**src/rtl/power_seq_pkg.sv**
```systemverilog
// Shared types and constants for the power sequencer and its sense conditioning.
package power_seq_pkg;

    typedef enum logic [2:0] {
        ST_OFF        = 3'd0,
        ST_LOGIC_WAIT = 3'd1,
        ST_LOGIC_UP   = 3'd2,
        ST_PRECHARGE  = 3'd3,
        ST_MOTOR_WAIT = 3'd4,
        ST_ALL_UP     = 3'd5,
        ST_DISCHARGE  = 3'd6,
        ST_FAULT      = 3'd7
    } seq_state_e;

    localparam logic [2:0] FC_NONE          = 3'd0;
    localparam logic [2:0] FC_OVERCURRENT   = 3'd1;
    localparam logic [2:0] FC_OVERTEMP      = 3'd2;
    localparam logic [2:0] FC_ESTOP         = 3'd3;
    localparam logic [2:0] FC_LOGIC_TIMEOUT = 3'd4;
    localparam logic [2:0] FC_MOTOR_TIMEOUT = 3'd5;
    localparam logic [2:0] FC_PGOOD_LOST    = 3'd6;

    localparam int SNS_LOGIC_PGOOD    = 0;
    localparam int SNS_MOTOR_PGOOD    = 1;
    localparam int SNS_PRECHARGE_DONE = 2;
    localparam int SNS_OVERCURRENT    = 3;
    localparam int SNS_OVERTEMP       = 4;
    localparam int SNS_ESTOP          = 5;
    localparam int SNS_WIDTH          = 6;

    function automatic int max_int(input int a, input int b);
        return (a > b) ? a : b;
    endfunction

endpackage

```
**src/rtl/sense_debounce.sv**
```systemverilog
// One sense line: 2-flop synchroniser followed by a stability counter.
module sense_debounce #(
    parameter int DEBOUNCE_CYCLES = 1000
) (
    input  logic clock_i,
    input  logic reset_i,
    input  logic raw_i,
    output logic sense_o
);

    localparam int CW = $clog2(DEBOUNCE_CYCLES + 1);
    localparam logic [CW-1:0] CNT_LAST = CW'(DEBOUNCE_CYCLES - 1);

    logic          sync1_q, sync2_q;
    logic [CW-1:0] cnt_q, cnt_d;
    logic          sense_q, sense_d;

    // Bring the asynchronous pin into the clock domain.
    always_ff @(posedge clock_i or posedge reset_i) begin
        if (reset_i) begin
            sync1_q <= 1'b0;
            sync2_q <= 1'b0;
        end else begin
            sync1_q <= raw_i;
            sync2_q <= sync1_q;
        end
    end

    // Count consecutive disagreeing cycles; flip the output once the run is long enough.
    always_comb begin
        cnt_d   = cnt_q;
        sense_d = sense_q;
        if (sync2_q == sense_q) begin
            cnt_d = '0;
        end else if (cnt_q == CNT_LAST) begin
            cnt_d   = '0;
            sense_d = ~sense_q;
        end else begin
            cnt_d = cnt_q + 1'b1;
        end
    end

    // Counter and debounced output registers.
    always_ff @(posedge clock_i or posedge reset_i) begin
        if (reset_i) begin
            cnt_q   <= '0;
            sense_q <= 1'b0;
        end else begin
            cnt_q   <= cnt_d;
            sense_q <= sense_d;
        end
    end

    assign sense_o = sense_q;

endmodule

```
**src/rtl/power_sequencer.sv**
```systemverilog
// Rail sequencer: logic rail -> precharge -> motor rail, with power-good checks,
// timeouts and a latched fault code.
//
// state          | meaning
// ---------------+------------------------------------------------------
// OFF            | all rails off, waiting for a logic request
// LOGIC_WAIT     | logic rail on, waiting for logic pgood
// LOGIC_UP       | logic rail up and good
// PRECHARGE      | precharge switch on, minimum dwell plus precharge done
// MOTOR_WAIT     | motor rail on, waiting for motor pgood
// ALL_UP         | both rails up, precharge switch off
// DISCHARGE      | motor rail off, fixed dwell before leaving
// FAULT          | everything off, fault code held until cleared
module power_sequencer
    import power_seq_pkg::*;
#(
    parameter int DEBOUNCE_CYCLES      = 1000,
    parameter int STAGE_DELAY_CYCLES   = 500000,
    parameter int PGOOD_TIMEOUT_CYCLES = 5000000
) (
    input  logic       clock_i,
    input  logic       reset_i,
    input  logic [1:0] power_request_i,
    input  logic [5:0] power_sense_raw_i,
    input  logic       clear_fault_i,
    output logic [5:0] power_sense_o,
    output logic [1:0] rail_enable_o,
    output logic       precharge_enable_o,
    output logic       fault_o,
    output logic [2:0] fault_code_o,
    output logic [2:0] seq_state_o
);

    localparam int TW = $clog2(max_int(STAGE_DELAY_CYCLES, PGOOD_TIMEOUT_CYCLES));
    localparam logic [TW-1:0] STAGE_LAST = TW'(STAGE_DELAY_CYCLES - 1);
    localparam logic [TW-1:0] TMO_LAST   = TW'(PGOOD_TIMEOUT_CYCLES - 1);

    logic [5:0]    sense;
    seq_state_e    state_q, state_d;
    logic [TW-1:0] timer_q, timer_d;
    logic [2:0]    fault_code_q, fault_code_d;
    logic [2:0]    fault_sel;
    logic [1:0]    rail_q, rail_d;
    logic          pre_q, pre_d;
    logic          fault_q, fault_d;

    for (genvar i = 0; i < SNS_WIDTH; i++) begin : g_sense
        sense_debounce #(.DEBOUNCE_CYCLES(DEBOUNCE_CYCLES)) u_deb (
            .clock_i (clock_i),
            .reset_i (reset_i),
            .raw_i   (power_sense_raw_i[i]),
            .sense_o (sense[i])
        );
    end

    // Fault detection, next-state decision and registered-output decode.
    always_comb begin
        state_d      = state_q;
        fault_code_d = fault_code_q;
        fault_sel    = FC_NONE;

        if (state_q != ST_OFF && state_q != ST_FAULT) begin
            if (sense[SNS_ESTOP])
                fault_sel = FC_ESTOP;
            else if (sense[SNS_OVERCURRENT])
                fault_sel = FC_OVERCURRENT;
            else if (sense[SNS_OVERTEMP])
                fault_sel = FC_OVERTEMP;
            else if (state_q != ST_LOGIC_WAIT && !sense[SNS_LOGIC_PGOOD])
                fault_sel = FC_PGOOD_LOST;
            else if (state_q == ST_ALL_UP && !sense[SNS_MOTOR_PGOOD])
                fault_sel = FC_PGOOD_LOST;
        end

        if (fault_sel != FC_NONE) begin
            state_d      = ST_FAULT;
            fault_code_d = fault_sel;
        end else begin
            case (state_q)
                ST_OFF: begin
                    // A held e-stop keeps us parked in OFF rather than faulting.
                    if (power_request_i[0] && !sense[SNS_ESTOP])
                        state_d = ST_LOGIC_WAIT;
                end
                ST_LOGIC_WAIT: begin
                    if (sense[SNS_LOGIC_PGOOD]) begin
                        state_d = ST_LOGIC_UP;
                    end else if (timer_q == TMO_LAST) begin
                        state_d      = ST_FAULT;
                        fault_code_d = FC_LOGIC_TIMEOUT;
                    end else if (!power_request_i[0]) begin
                        state_d = ST_OFF;
                    end
                end
                ST_LOGIC_UP: begin
                    if (!power_request_i[0])
                        state_d = ST_OFF;
                    else if (power_request_i[1])
                        state_d = ST_PRECHARGE;
                end
                ST_PRECHARGE: begin
                    if (!sense[SNS_PRECHARGE_DONE] && timer_q == TMO_LAST) begin
                        state_d      = ST_FAULT;
                        fault_code_d = FC_MOTOR_TIMEOUT;
                    end else if (!power_request_i[1]) begin
                        state_d = ST_DISCHARGE;
                    end else if (timer_q >= STAGE_LAST && sense[SNS_PRECHARGE_DONE]) begin
                        state_d = ST_MOTOR_WAIT;
                    end
                end
                ST_MOTOR_WAIT: begin
                    if (sense[SNS_MOTOR_PGOOD]) begin
                        state_d = ST_ALL_UP;
                    end else if (timer_q == TMO_LAST) begin
                        state_d      = ST_FAULT;
                        fault_code_d = FC_MOTOR_TIMEOUT;
                    end else if (!power_request_i[1]) begin
                        state_d = ST_DISCHARGE;
                    end
                end
                ST_ALL_UP: begin
                    if (!power_request_i[1] || !power_request_i[0])
                        state_d = ST_DISCHARGE;
                end
                ST_DISCHARGE: begin
                    // Requests are only sampled once the dwell has elapsed.
                    if (timer_q == STAGE_LAST)
                        state_d = power_request_i[0] ? ST_LOGIC_UP : ST_OFF;
                end
                ST_FAULT: begin
                    if (clear_fault_i && power_request_i == 2'b00) begin
                        state_d      = ST_OFF;
                        fault_code_d = FC_NONE;
                    end
                end
                default: state_d = ST_OFF;
            endcase
        end

        // Timer restarts on every state entry and saturates otherwise.
        if (state_d != state_q)
            timer_d = '0;
        else if (timer_q != '1)
            timer_d = timer_q + 1'b1;
        else
            timer_d = timer_q;

        rail_d  = 2'b00;
        pre_d   = 1'b0;
        fault_d = 1'b0;
        case (state_d)
            ST_LOGIC_WAIT, ST_LOGIC_UP, ST_DISCHARGE: rail_d = 2'b01;
            ST_PRECHARGE: begin
                rail_d = 2'b01;
                pre_d  = 1'b1;
            end
            ST_MOTOR_WAIT: begin
                rail_d = 2'b11;
                pre_d  = 1'b1;
            end
            ST_ALL_UP: rail_d  = 2'b11;
            ST_FAULT:  fault_d = 1'b1;
            default:   rail_d  = 2'b00;
        endcase
    end

    // State, timer, fault code and output registers; reset drops every rail at once.
    always_ff @(posedge clock_i or posedge reset_i) begin
        if (reset_i) begin
            state_q      <= ST_OFF;
            timer_q      <= '0;
            fault_code_q <= FC_NONE;
            rail_q       <= 2'b00;
            pre_q        <= 1'b0;
            fault_q      <= 1'b0;
        end else begin
            state_q      <= state_d;
            timer_q      <= timer_d;
            fault_code_q <= fault_code_d;
            rail_q       <= rail_d;
            pre_q        <= pre_d;
            fault_q      <= fault_d;
        end
    end

    assign power_sense_o      = sense;
    assign rail_enable_o      = rail_q;
    assign precharge_enable_o = pre_q;
    assign fault_o            = fault_q;
    assign fault_code_o       = fault_code_q;
    assign seq_state_o        = state_q;

endmodule
```
**config.mk**
```make
export PLATFORM = sky130hd
export DESIGN_NAME = power_sequencer
export DESIGN_NICKNAME = d
export VERILOG_FILES = /design/src/rtl/power_seq_pkg.sv /design/src/rtl/sense_debounce.sv /design/src/rtl/power_sequencer.sv
export SDC_FILE = /design/constraint.sdc
export NUM_CORES = 1
export LEC_CHECK = 0
export ABC_AREA = 0
export CAP_MARGIN = 20
export CORE_ASPECT_RATIO = 0.5
export CORE_MARGIN = 3
export CORE_UTILIZATION = 60
export CTS_BUF_LIST = sky130_fd_sc_hd__clkbuf_8
export CTS_CLUSTER_DIAMETER = 60
export DETAILED_ROUTE_END_ITERATION = 8
export PLACE_DENSITY = 0.8
export SYNTH_ARGS = -nofsm -noshare
export SYNTH_HDL_FRONTEND = slang
export SYNTH_SLANG_ARGS = --single-unit
```
**constraint.sdc**
```tcl
create_clock -name clock_i -period 5.3 [get_ports clock_i]
set_input_delay 0.795 -clock clock_i [delete_from_list [all_inputs] [get_ports clock_i]]
set_output_delay 0.795 -clock clock_i [all_outputs]
set_load 0.03 [all_outputs]
```
==> PnR_summary.wiki, run 1 <==
{| class="wikitable"
! Metric !! Value
|-
| Adder-Cell Fraction of Synth Area || 1.51%
|-
| Max Clock Skew || 0.00805 ns
|-
| Starting DRT DRC Count || 220
|-
| Largest net degree at the start of global routing || 73
|-
| Setup repair after global routing missed its margin || false
|-
| Horizontal die dimension || 145 µm
|-
| Classification of the worst setup path || in2reg
|-
| Total wire length after detailed routing || 10.6 mm
|-
| Cells on Worst Hold Path || 0
|-
| Main flop type after synthesis || dfrtp_1
|-
| Detailed-routing iteration count for the pre-antenna-repair pass || 4
|-
| Worst-Skew Late Latency || 0.38 ns
|-
| Die ar. || 0.0109 mm²
|-
| Final Hold Violating Endpoints || 0
|-
| Routability congestion estimate || 0.923
|-
| Synthesized-area fraction occupied by xor and xnor cells || 10.9%
|-
| Post-synthesis compound-gate area fraction || 7.72%
|-
| Logic depth of the worst register-to-register path || 8
|-
| Placement Setup Slack || 1.73 ns
|-
| Reg2Reg Setup Slack || 2.19 ns
|-
| Top cells by count, synth || dfrtp_1, nor2_1, nand2_1
|-
| Core area || 0.00904 mm²
|-
| Power Dens Cells || 322 mW/mm²
|-
| Detailed placement HPWL || 7.39 mm
|-
| Antenna Nets Post-Route || 0
|-
| Clock tree buffer depth || 2
|-
| Placed Instance Area || 0.00605 mm²
|-
| Average instance area after synthesis || 9.84 µm²
|-
| Number of register bits inferred by synthesis || 111
|-
| Cts-stage hold buffer count || 0
|-
| Fraction of synthesized cell area taken by the top area cell type || 48.0%
|-
| Vert. Die Dim || 75.4 µm
|-
| Unique cell type count in the Yosys netlist || 72
|-
| EDFF count, synth || 0
|-
| Launch point of the worst hold path || g_sense[0].u_deb.sync1_q
|-
| Simple-gate area share of the yosys netlist || 25.9%
|-
| Clock tree sinks || 111
|-
| Setup violators final || 0
|-
| Path category of the worst min-delay check || reg2reg
|-
| Post-synth top area cell || dfrtp_1
|-
| Post-DR vias/cell || 5.56
|-
| Post-CTS setup-driven buffer insertion count || 0
|-
| Net total in the final layout || 616
|-
| Ordered list of cells on the worst path || clkdlybuf4s50_1 -> or3b_2 -> a21boi_0 -> o32a_1 -> a41oi_2 -> o211ai_4 -> nor3_1
|-
| CTS Buf Count || 9
|-
| Startpoint type of the worst setup path || input port
|-
| Number of pins with negative max-slew slack in the final report || 0
|-
| Time the worst path needs with I/O delays and setup || 3.15 ns
|-
| Most frequent cell after synthesis || dfrtp_1
|-
| Highest clock rate || 0.317 GHz
|-
| Startpoint of the most critical register-to-register path || timer_q[0]
|-
| Area Growth Syn to Fin || 7.74%
|-
| # resized after CTS || 0
|-
| Transition at the pin with the smallest max-transition slack || 0.906 ns
|-
| Number of buffers and inverters on the critical path || 1
|-
| Reg2Reg Capture Point || timer_q[14]
|-
| Critical path data required time || 5.53 ns
|-
| Tightest slew margin relative to the limit || 39.3%
|-
| Cell types with the largest area share after synthesis || dfrtp_1, xnor2_1, nor2_1
|-
| # DRC || 0
|-
| Initial Util || 64.0%
|-
| Total overflow reported by the global router || 0
|-
| Root buffer selected by CTS || clkbuf_8
|-
| Worst vdd ir || 0.208 mV
|-
| Worst Path Max Fanout || 23
|-
| Share of the clock period used by the worst path || 59.5%
|-
| Synthesis warning total || 0
|-
| Count of standard-cell rows || 24
|-
| Share of synthesized flip-flops with an asynchronous set or reset || 100%
|-
| Diode insertion count for antenna repair || 0
|-
| Via count || 4079
|-
| Boundary Pins || 27
|-
| Vias in the first global route || 3971
|-
| Post-Layout Inst Area || 0.00623 mm²
|-
| Post-synthesis instance total || 588
|-
| Minimum setup slack in the final design || 2.15 ns
|-
| Worst hold margin || 0.358 ns
|-
| Max stage delay on crit path || 0.76 ns
|-
| Hold-critical path endpoint || g_sense[0].u_deb.sync2_q
|-
| Port-buffer cells || 26
|-
| Multiplexer share of the synthesized area || 2.08%
|-
| Static leakage power || 2.62 nW
|-
| TritonCTS clock tree || yes
|-
| Critical Path AT || 3.39 ns
|-
| Clock transition at the registers of the reported paths || 0.10 ns
|-
| Setup TNS Final || 0 ns
|-
| Proportion of layout cells with a drive suffix above 1 || 11.1%
|-
| First-pass GRT wire length || 18.1 mm
|-
| Net count after synthesis || 606
|-
| Sequential-to-total area share from yosys stat || 48.0%
|-
| Kind of end point of the critical path || flop
|-
| Combined area of all synthesized cells || 0.00579 mm²
|-
| Number of H-tree levels || 3
|-
| Number of antenna violations at the first check in global routing || 0
|-
| Total power after layout || 2.01 mW
|-
| Max-Cap Viols || 0
|-
| Cell type of the slowest stage on the worst timing path || o211ai_4
|-
| Kind of cell adding the most delay to the critical path || compound AO/OA/AOI/OAI gates
|-
| DR WL/cell || 14.4 µm
|-
| Main combinational cell family by area after synthesis || simple AND/OR/NAND/NOR gates
|-
| Total global routing track utilization || 21.1%
|-
| Status || finished, final reports clean
|}
[worst max-delay path by stage]
stage	startpoint	depth (start not counted)	to
finish	power_request_i[1]	7	timer_q[14]
global route	timer_q[0]	8	timer_q[14]
CTS	power_request_i[1]	7	timer_q[14]
detailed placement	power_request_i[1]	7	timer_q[14]
global placement	power_request_i[1]	7	timer_q[14]
floorplan	reset_i	1	fault_code_o[0]
[cell type report]
cell class | count | area, µm²
repair buffers | 27 | 268
inverters | 15 | 58.8
well taps | 130 | 163
clock inverters | 6 | 45.0
flip-flops and latches | 111 | 2780
clock buffers | 10 | 138
fillers | 689 | 2800
multi-input cells | 434 | 2790
[per-stage QoR]
step                utilization, %  instances
detailed placement            67.0        717
global route                  69.0        733
finish                        69.0        733
CTS                           69.0        733
floorplan                        -        588
global placement              67.0        717
[logic make-up (layout without fill, tap and decap cells)]
logic type,count (synthesis),count (layout)
buffers and inverters,43,58
adders and majority gates,7,7
AOI/OAI and AO/OA,59,59
and+or+nand+nor,285,285
DFF,111,111
xor gates and xnor gates,72,72
muxes,11,11
[flip-flops by register name (all words and copies together) (netlist names)]
signal,count
precharge_enable_o,1
g_sense.u_deb.sync1_q,6
timer_q,23
rail_enable_o,2
fault_o,1
g_sense.u_deb.cnt_q,60
seq_state_o,3
g_sense.u_deb.sync2_q,6
g_sense.u_deb.sense_o,6
fault_code_o,3
[cells in the final DEF, fill, tap and decap left out, types with 3 or more instances in the layout]
cell type          n
dfrtp_1          111
nor2_1            93
nand2_1           46
xnor2_1           42
xor2_1            30
nand3_1           29
clkdlybuf4s50_1   26
nor2_2            20
and3_1            18
nand4_1           16
nor3_1            16
inv_1             15
o21ai_0           10
clkbuf_8          10
a21oi_1            9
mux2_2             8
and2_1             7
ha_1               7
nand2b_1           6
or4_1              6
nor4_1             4
a22oi_1            3
or2_2              3
o21ai_1            3
a211oi_1           3
mux2i_1            3
[metal layers]
layer | vias up | GRT usage [%] | share of wire, %
li1 | 2039 | - | -
met5 | - | 0 | 0
met2 | 65 | 35.8 | 48
met1 | 1957 | 27.4 | 47
met3 | 18 | 5.45 | 4.1
met4 | 0 | 6.20 | 1.6
[report_power, final]
part | internal [mW] | switching (mW)
registers | 0.897 | 0.0581
clock network | 0.186 | 0.285
logic | 0.212 | 0.368
[worst register-to-register path, delay by kind of cell (launching register included)]
kind	cells	cell delay (ns)
flops	1	0.44
simple gates	3	0.90
fa+ha+maj	1	0.30
compound gates	4	1.33
Note: power is estimated with default switching activity, not from simulation.
==> inputs of run 2 (changes only) <==
CORE_UTILIZATION = 57   (was 60)
clock period = 2.65 ns   (was 5.3 ns; I/O delays follow)
==> PnR_summary.wiki, run 2 (synthesized netlist as in run 1, its figures left out) <==
{| class="wikitable"
! Metric !! Value
|-
| Status || finished, final reports clean
|-
| Core Util, Final || 67.4% (-1.5 points)
|-
| TritonCTS clock tree || yes
|-
| Total power after layout || 4.31 mW (+110%)
|-
| Core area || 0.00967 mm² (+6.9%)
|-
| Switching power as a share of total power || 33.7% (-1.8 points)
|-
| Setup repair after global routing missed its margin || true
|-
| Highest clock rate || 0.398 GHz
|-
| Routability congestion estimate || 0.837 (-9.3%)
|-
| Proportion of layout cells with a drive suffix above 1 || 15.4% (+4.3 points)
|-
| Detailed-routing iteration count for the pre-antenna-repair pass || 5 (+1)
|-
| Combinational cell fraction of total power || 33.0% (+4.1 points)
|-
| Vias in the first global route || 4323 (+8.9%)
|-
| Path category of the worst min-delay check || in2async
|-
| Top library cells by usage in the layout, fill and taps aside || dfrtp_1, nor2_1, nand2_1
|-
| Count of standard-cell rows || 25 (+4.2%)
|-
| Worst vdd ir || 0.393 mV (+89%)
|-
| CTS Buf Count || 9 (unchanged)
|-
| Clock transition at the registers of the reported paths || 0.10 ns (about the same)
|-
| Filler cell count in the final layout || 754 (+9.4%)
|-
| Register share of total power || 43.5% (-4.1 points)
|-
| Post-DR vias/cell || 5.64 (+1.4%)
|-
| GR peak layer || met2
|-
| Clock tree sinks || 111 (unchanged)
|-
| Static leakage power || 2.78 nW (+6.1%)
|-
| Ordered list of cells on the worst path || or4b_4 -> nor4_4 -> a21oi_2 -> a311oi_2 -> o21ai_2 -> o211ai_4 -> buf_12 -> nor2_2
|-
| Regs by FF count || g_sense.u_deb.cnt_q x60, timer_q x23
|-
| Max Clock Skew || 0.00928 ns (+0.00123 ns)
|-
| CP Launch Point || timer_q[6]
|-
| Initial Util || 59.9% (-4.2 points)
|-
| Max-Cap Viols || 0 (unchanged)
|-
| Critical path data required time || 2.91 ns (-2.62 ns)
|-
| Worst Path Max Fanout || 11 (-52%)
|-
| Flip-flop count of the largest register after layout || 60 (unchanged)
|-
| Detailed placement HPWL || 8.25 mm (+12%)
|-
| DR WL/cell || 15.1 µm (+4.4%)
|-
| Largest net degree at the start of global routing || 80 (+9.6%)
|-
| Max stage delay on crit path || 0.56 ns (-0.20 ns)
|-
| Most common library cell in the layout ignoring fill and taps || dfrtp_1
|-
| Clock tree buffer depth || 2 (unchanged)
|-
| Starting DRT DRC Count || 309 (+40%)
|-
| Via count || 4310 (+5.7%)
|-
| Critical Path AT || 2.77 ns (-0.62 ns)
|-
| Startpoint type of the worst setup path || flop
|-
| Reg2Reg Setup Slack || 0.14 ns (-2.05 ns)
|-
| Classification of the worst setup path || reg2reg
|-
| Net Switching || 1.45 mW (+100%)
|-
| Tightest slew margin relative to the limit || 59.4% (+20 points)
|-
| Number of H-tree levels || 3 (unchanged)
|-
| Met2 Track Usage GR || 36.0% (+0.22 points)
|-
| Total global routing track utilization || 21.5% (+0.43 points)
|-
| Share of the clock period used by the worst path || 94.8%
|-
| Cell type of the slowest stage on the worst timing path || or4b_4
|-
| # DRC || 0 (unchanged)
|-
| Startpoint of the most critical register-to-register path || timer_q[6]
|-
| Area Growth Syn to Fin || 12.6%
|-
| Port-buffer cells || 26 (unchanged)
|-
| Kind of end point of the critical path || flop
|-
| Post-CTS setup-driven buffer insertion count || 0 (unchanged)
|-
| Worst hold margin || 0.359 ns (+0.000785 ns)
|-
| Total overflow reported by the global router || 0 (unchanged)
|-
| Diode insertion count for antenna repair || 0 (unchanged)
|-
| Number of pins with negative max-slew slack in the final report || 0 (unchanged)
|-
| Antenna Nets Post-Route || 0 (unchanged)
|-
| Transition at the pin with the smallest max-transition slack || 0.604 ns (-0.302 ns)
|-
| Power Dens Cells || 662 mW/mm² (+110%)
|-
| Horizontal die dimension || 148 µm (+2.5%)
|-
| Vert. Die Dim || 77.2 µm (+2.4%)
|-
| Number of antenna violations at the first check in global routing || 0 (unchanged)
|-
| Met1 usage || 28.5% (+1.2 points)
|-
| Total wire length after detailed routing || 11.5 mm (+8.8%)
|-
| Die ar. || 0.0115 mm² (+4.9%)
|-
| Net total in the final layout || 643 (+4.4%)
|-
| Final Hold Violating Endpoints || 0 (unchanged)
|-
| Part of the total power dissipated in the clock network || 23.6% (about the same)
|-
| Boundary Pins || 27 (unchanged)
|-
| Time the worst path needs with I/O delays and setup || 2.51 ns
|-
| Cell internal pwr || 2.86 mW (+120%)
|-
| Register ranked first by flip-flop count || g_sense.u_deb.cnt_q
|-
| Root buffer selected by CTS || clkbuf_8
|-
| Met3 usage || 5.14% (-0.32 points)
|-
| Worst-Skew Late Latency || 0.37 ns (about the same)
|-
| First-pass GRT wire length || 20.2 mm (+11%)
|-
| Setup violators final || 0 (unchanged)
|}
## run 2: cell type report
class	count	area [µm²]	share of cell area (%)
sequential	111	2780	42.6
multi-input combinational	434	2810	43.0
clock buffer	11	151	2.32
clock inverter	4	46.3	0.710
inverter	15	60.1	0.921
timing repair buffer	54	508	7.79
tap	135	169	2.59
## run 2: power groups by stage
stage | Combinational [mW] | Sequential, mW | Clock, mW
after floorplan | 0.869 | 1.99 | 0
after global placement | 1.37 | 1.90 | 0
after detailed placement | 1.41 | 1.91 | 0
after CTS | 1.42 | 1.87 | 1.04
after global routing | 1.56 | 1.89 | 1.12
final | 1.42 | 1.87 | 1.02
## run 2: worst paths after layout
path	end	depth (start not counted)
worst max-delay path	timer_q[11]	8
worst min-delay path	g_sense[2].u_deb.cnt_q[5]	2
worst max register to register	timer_q[11]	8
worst min register to register	g_sense[4].u_deb.sync2_q	0
max in group asynchronous	timer_q[16]	3
min in group clock_i	g_sense[4].u_deb.sync2_q	0
## run 2: through the flow
| stage | instances | cell area (µm²) | TNS [ns] | setup WS (ns) |
|---|---|---|---|---|
| 6_report | 764 | 6520 | 0 | 0.138 |
| 5_1_grt | 764 | 6520 | -0.759 | -0.0555 |
| 4_1_cts | 764 | 6500 | 0 | 0.104 |
| 3_5_place_dp | 749 | 6300 | -0.953 | -0.0573 |
| 3_3_place_gp | 749 | 6300 | 0 | 0.00745 |
| 2_1_floorplan | 588 | 5790 | 0 | 0.210 |
## run 2: what timing repair did
item / in CTS / in global routing
hold endpoints to repair: 0 / 0
endpoints found under the setup margin: 0 / 25
hold buffers: 0 / 0
resized for setup: 0 / 4
## run 2: per-layer routing
metal / part of all wire [%] / routed length, µm
met5: 0 / 0
met4: 1.2 / 141
met3: 3.9 / 444
met2: 49 / 5590
met1: 46 / 5320
## run 2: worst max-delay path: cells and delay by family (launching register included)
family	cells	cell delay (ns)
AO/OA/AOI/OAI	4	0.78
buffers and inverters	1	0.19
flip-flops	1	0.39
AND/OR/NAND/NOR	3	1.04
==> inputs of run 3 (changes only) <==
PLACE_DENSITY = 0.77   (was 0.8)
==> PnR_summary.wiki, run 3 (synthesized netlist as in run 1, its figures left out) <==
{| class="wikitable"
! Metric !! Value
|-
| Status || finished, final reports clean
|-
| Number of pins with negative max-slew slack in the final report || 0 (unchanged)
|-
| Kind of end point of the critical path || flop
|-
| Horizontal die dimension || 148 µm (unchanged)
|-
| Via count || 4342 (+0.74%)
|-
| Reg2Reg Setup Slack || 0.11 ns (-0.03 ns)
|-
| Total wire length after detailed routing || 11.6 mm (+0.67%)
|-
| Share of the clock period used by the worst path || 95.8% (+1.0 points)
|-
| Net Switching || 1.56 mW (+7.4%)
|-
| DR WL/cell || 14.8 µm (-1.8%)
|-
| Reg2Reg Capture Point || timer_q[18]
|-
| Final Hold Violating Endpoints || 0 (unchanged)
|-
| Max-Cap Viols || 0 (unchanged)
|-
| Non-filler instance count after layout || 783 (+2.5%)
|-
| Root buffer selected by CTS || clkbuf_8
|-
| Startpoint type of the worst setup path || flop
|-
| Max stage delay on crit path || 0.53 ns (-0.03 ns)
|-
| Detailed-routing iteration count for the pre-antenna-repair pass || 5 (unchanged)
|-
| Combinational cell fraction of total power || 35.9% (+2.9 points)
|-
| Kind of cell adding the most delay to the critical path || simple AND/OR/NAND/NOR gates
|-
| Most common library cell in the layout ignoring fill and taps || dfrtp_1
|-
| Cell type of the slowest stage on the worst timing path || or4b_4
|-
| Core area || 0.00967 mm² (unchanged)
|-
| Die ar. || 0.0115 mm² (unchanged)
|-
| Switching power as a share of total power || 35.4% (+1.8 points)
|-
| Post-Layout Inst Area || 0.00666 mm² (+2.1%)
|-
| Vert. Die Dim || 77.2 µm (unchanged)
|-
| Cell count along the critical path || 8 (unchanged)
|-
| Placed Instance Area || 0.00638 mm² (+1.4%)
|-
| Register share of total power || 42.6% (-0.9 points)
|-
| Detailed placement HPWL || 8.21 mm (-0.44%)
|-
| Regs by FF count || g_sense.u_deb.cnt_q x60, timer_q x23
|-
| Area Growth Syn to Fin || 15.0%
|-
| Proportion of layout cells with a drive suffix above 1 || 18.5% (+3.1 points)
|-
| Static leakage power || 2.85 nW (+2.8%)
|-
| Area of combinational cells with multiple inputs || 0.00284 mm² (+1.2%)
|-
| Worst-Skew Late Latency || 0.38 ns (about the same)
|-
| Max Clock Skew || 0.0135 ns (+0.00427 ns)
|-
| TritonCTS clock tree || yes
|-
| Setup violators final || 0 (unchanged)
|-
| Transition at the pin with the smallest max-transition slack || 0.653 ns (+0.0499 ns)
|-
| Cts-stage hold buffer count || 0 (unchanged)
|-
| Path category of the worst min-delay check || reg2reg
|-
| Power Dens Cells || 662 mW/mm² (about the same)
|-
| Number of H-tree levels || 3 (unchanged)
|-
| DP Cell Count || 762 (+1.7%)
|-
| CP Launch Point || timer_q[10]
|-
| Launch point of the worst hold path || g_sense[2].u_deb.sync1_q
|-
| Register ranked first by flip-flop count || g_sense.u_deb.cnt_q
|-
| Setup repair after global routing missed its margin || false
|-
| First-pass GRT wire length || 19.7 mm (-2.4%)
|-
| Antenna Nets Post-Route || 0 (unchanged)
|-
| Clock tree buffer depth || 2 (unchanged)
|-
| Time the worst path needs with I/O delays and setup || 2.54 ns (+0.0273 ns)
|-
| Highest clock rate || 0.394 GHz (-1.1%)
|-
| Ordered list of cells on the worst path || or4b_4 -> nor4_4 -> and4b_1 -> or4_4 -> o211ai_2 -> o211ai_4 -> buf_12 -> nor2_2
|-
| Number of buffers and inverters on the critical path || 1 (unchanged)
|-
| Total global routing track utilization || 21.1% (-0.41 points)
|-
| Net total in the final layout || 661 (+2.8%)
|-
| Boundary Pins || 27 (unchanged)
|-
| Clock transition at the registers of the reported paths || 0.11 ns (about the same)
|-
| Count of standard-cell rows || 25 (unchanged)
|-
| Startpoint of the most critical register-to-register path || timer_q[10]
|-
| Placement Setup Slack || -0.133 ns (-0.0753 ns)
|-
| Cell internal pwr || 2.84 mW (-0.62%)
|-
| Vias in the first global route || 4227 (-2.2%)
|-
| Routability congestion estimate || 0.867 (+3.6%)
|-
| Diode insertion count for antenna repair || 0 (unchanged)
|-
| Top library cells by usage in the layout, fill and taps aside || dfrtp_1, nor2_1, nand2_1
|-
| Critical path data required time || 2.92 ns (about the same)
|-
| Worst vdd ir || 0.374 mV (-4.7%)
|-
| Number of antenna violations at the first check in global routing || 0 (unchanged)
|-
| Starting DRT DRC Count || 279 (-9.7%)
|-
| Tightest slew margin relative to the limit || 56.1% (-3.2 points)
|-
| Classification of the worst setup path || reg2reg
|-
| Hold-critical path endpoint || g_sense[2].u_deb.sync2_q
|-
| # DRC || 0 (unchanged)
|-
| FF/Latch Area || 0.00278 mm² (about the same)
|-
| Cells on Worst Hold Path || 0
|-
| Flip-flop count of the largest register after layout || 60 (unchanged)
|-
| Largest net degree at the start of global routing || 112 (+40%)
|-
| Worst Path Max Fanout || 11 (unchanged)
|-
| Post-DR vias/cell || 5.55 (-1.7%)
|-
| Minimum setup slack in the final design || 0.110 ns (-0.0273 ns)
|-
| Initial Util || 59.9% (unchanged)
|-
| CTS Buf Count || 9 (unchanged)
|-
| Part of the total power dissipated in the clock network || 21.5% (-2.1 points)
|-
| Port-buffer cells || 26 (unchanged)
|-
| Total overflow reported by the global router || 0 (unchanged)
|-
| Critical Path AT || 2.81 ns (+0.04 ns)
|-
| Filler cell count in the final layout || 744 (-1.3%)
|-
| Logic depth of the worst register-to-register path || 8 (unchanged)
|-
| Clock tree sinks || 111 (unchanged)
|}
==> run 3: through the flow <==
stage          setup TNS, ns  power (mW)  hold slack [ns]  util (%)
5_1_grt                    0        4.66            0.348      68.9
4_1_cts                    0        4.33            0.354      67.9
2_1_floorplan              0        2.86            0.331         -
6_report                   0        4.40            0.348      68.9
3_5_place_dp           -2.21        3.38            0.336      66.1
3_3_place_gp           -1.76        3.34            0.333      66.1
==> run 3: repair_timing <==
action | in CTS | in global routing
gates resized for setup | 0 | 11
buffers inserted | 0 | 4
endpoints found under the setup margin | 0 | 22
==> run 3: worst max path at each step <==
stage | slack, ns | end
finish | 0.11 | timer_q[18]
global placement | -0.11 | timer_q[22]
global route | 0.005 | timer_q[19]
CTS | 0.02 | timer_q[18]
detailed placement | -0.13 | timer_q[18]
floorplan | 0.21 | timer_q[16]
==> run 3: per-layer routing <==
metal	up-vias	share of wire [%]	track usage (%)
met2	90	48	36.0
met3	17	4.0	4.43
li1	2119	-	-
met5	-	0	0
met4	0	1.6	5.44
met1	2116	46	27.7
==> run 3: power groups by stage <==
stage          combinational (mW)  clock [mW]  sequential, mW
5_1_grt                      1.71        1.05            1.89
3_5_place_dp                 1.46           0            1.91
2_1_floorplan               0.869           0            1.99
3_3_place_gp                 1.43           0            1.91
6_report                     1.58       0.945            1.88
4_1_cts                      1.47       0.977            1.88
==> run 3: final cells by class <==
type	count	share of cell area, %
clock buffers	9	1.86
clock inverters	7	0.884
inverters	15	0.902
multi-input cells	435	42.7
flip-flops and latches	111	41.8
well taps	135	2.54
repair buffers	71	9.36
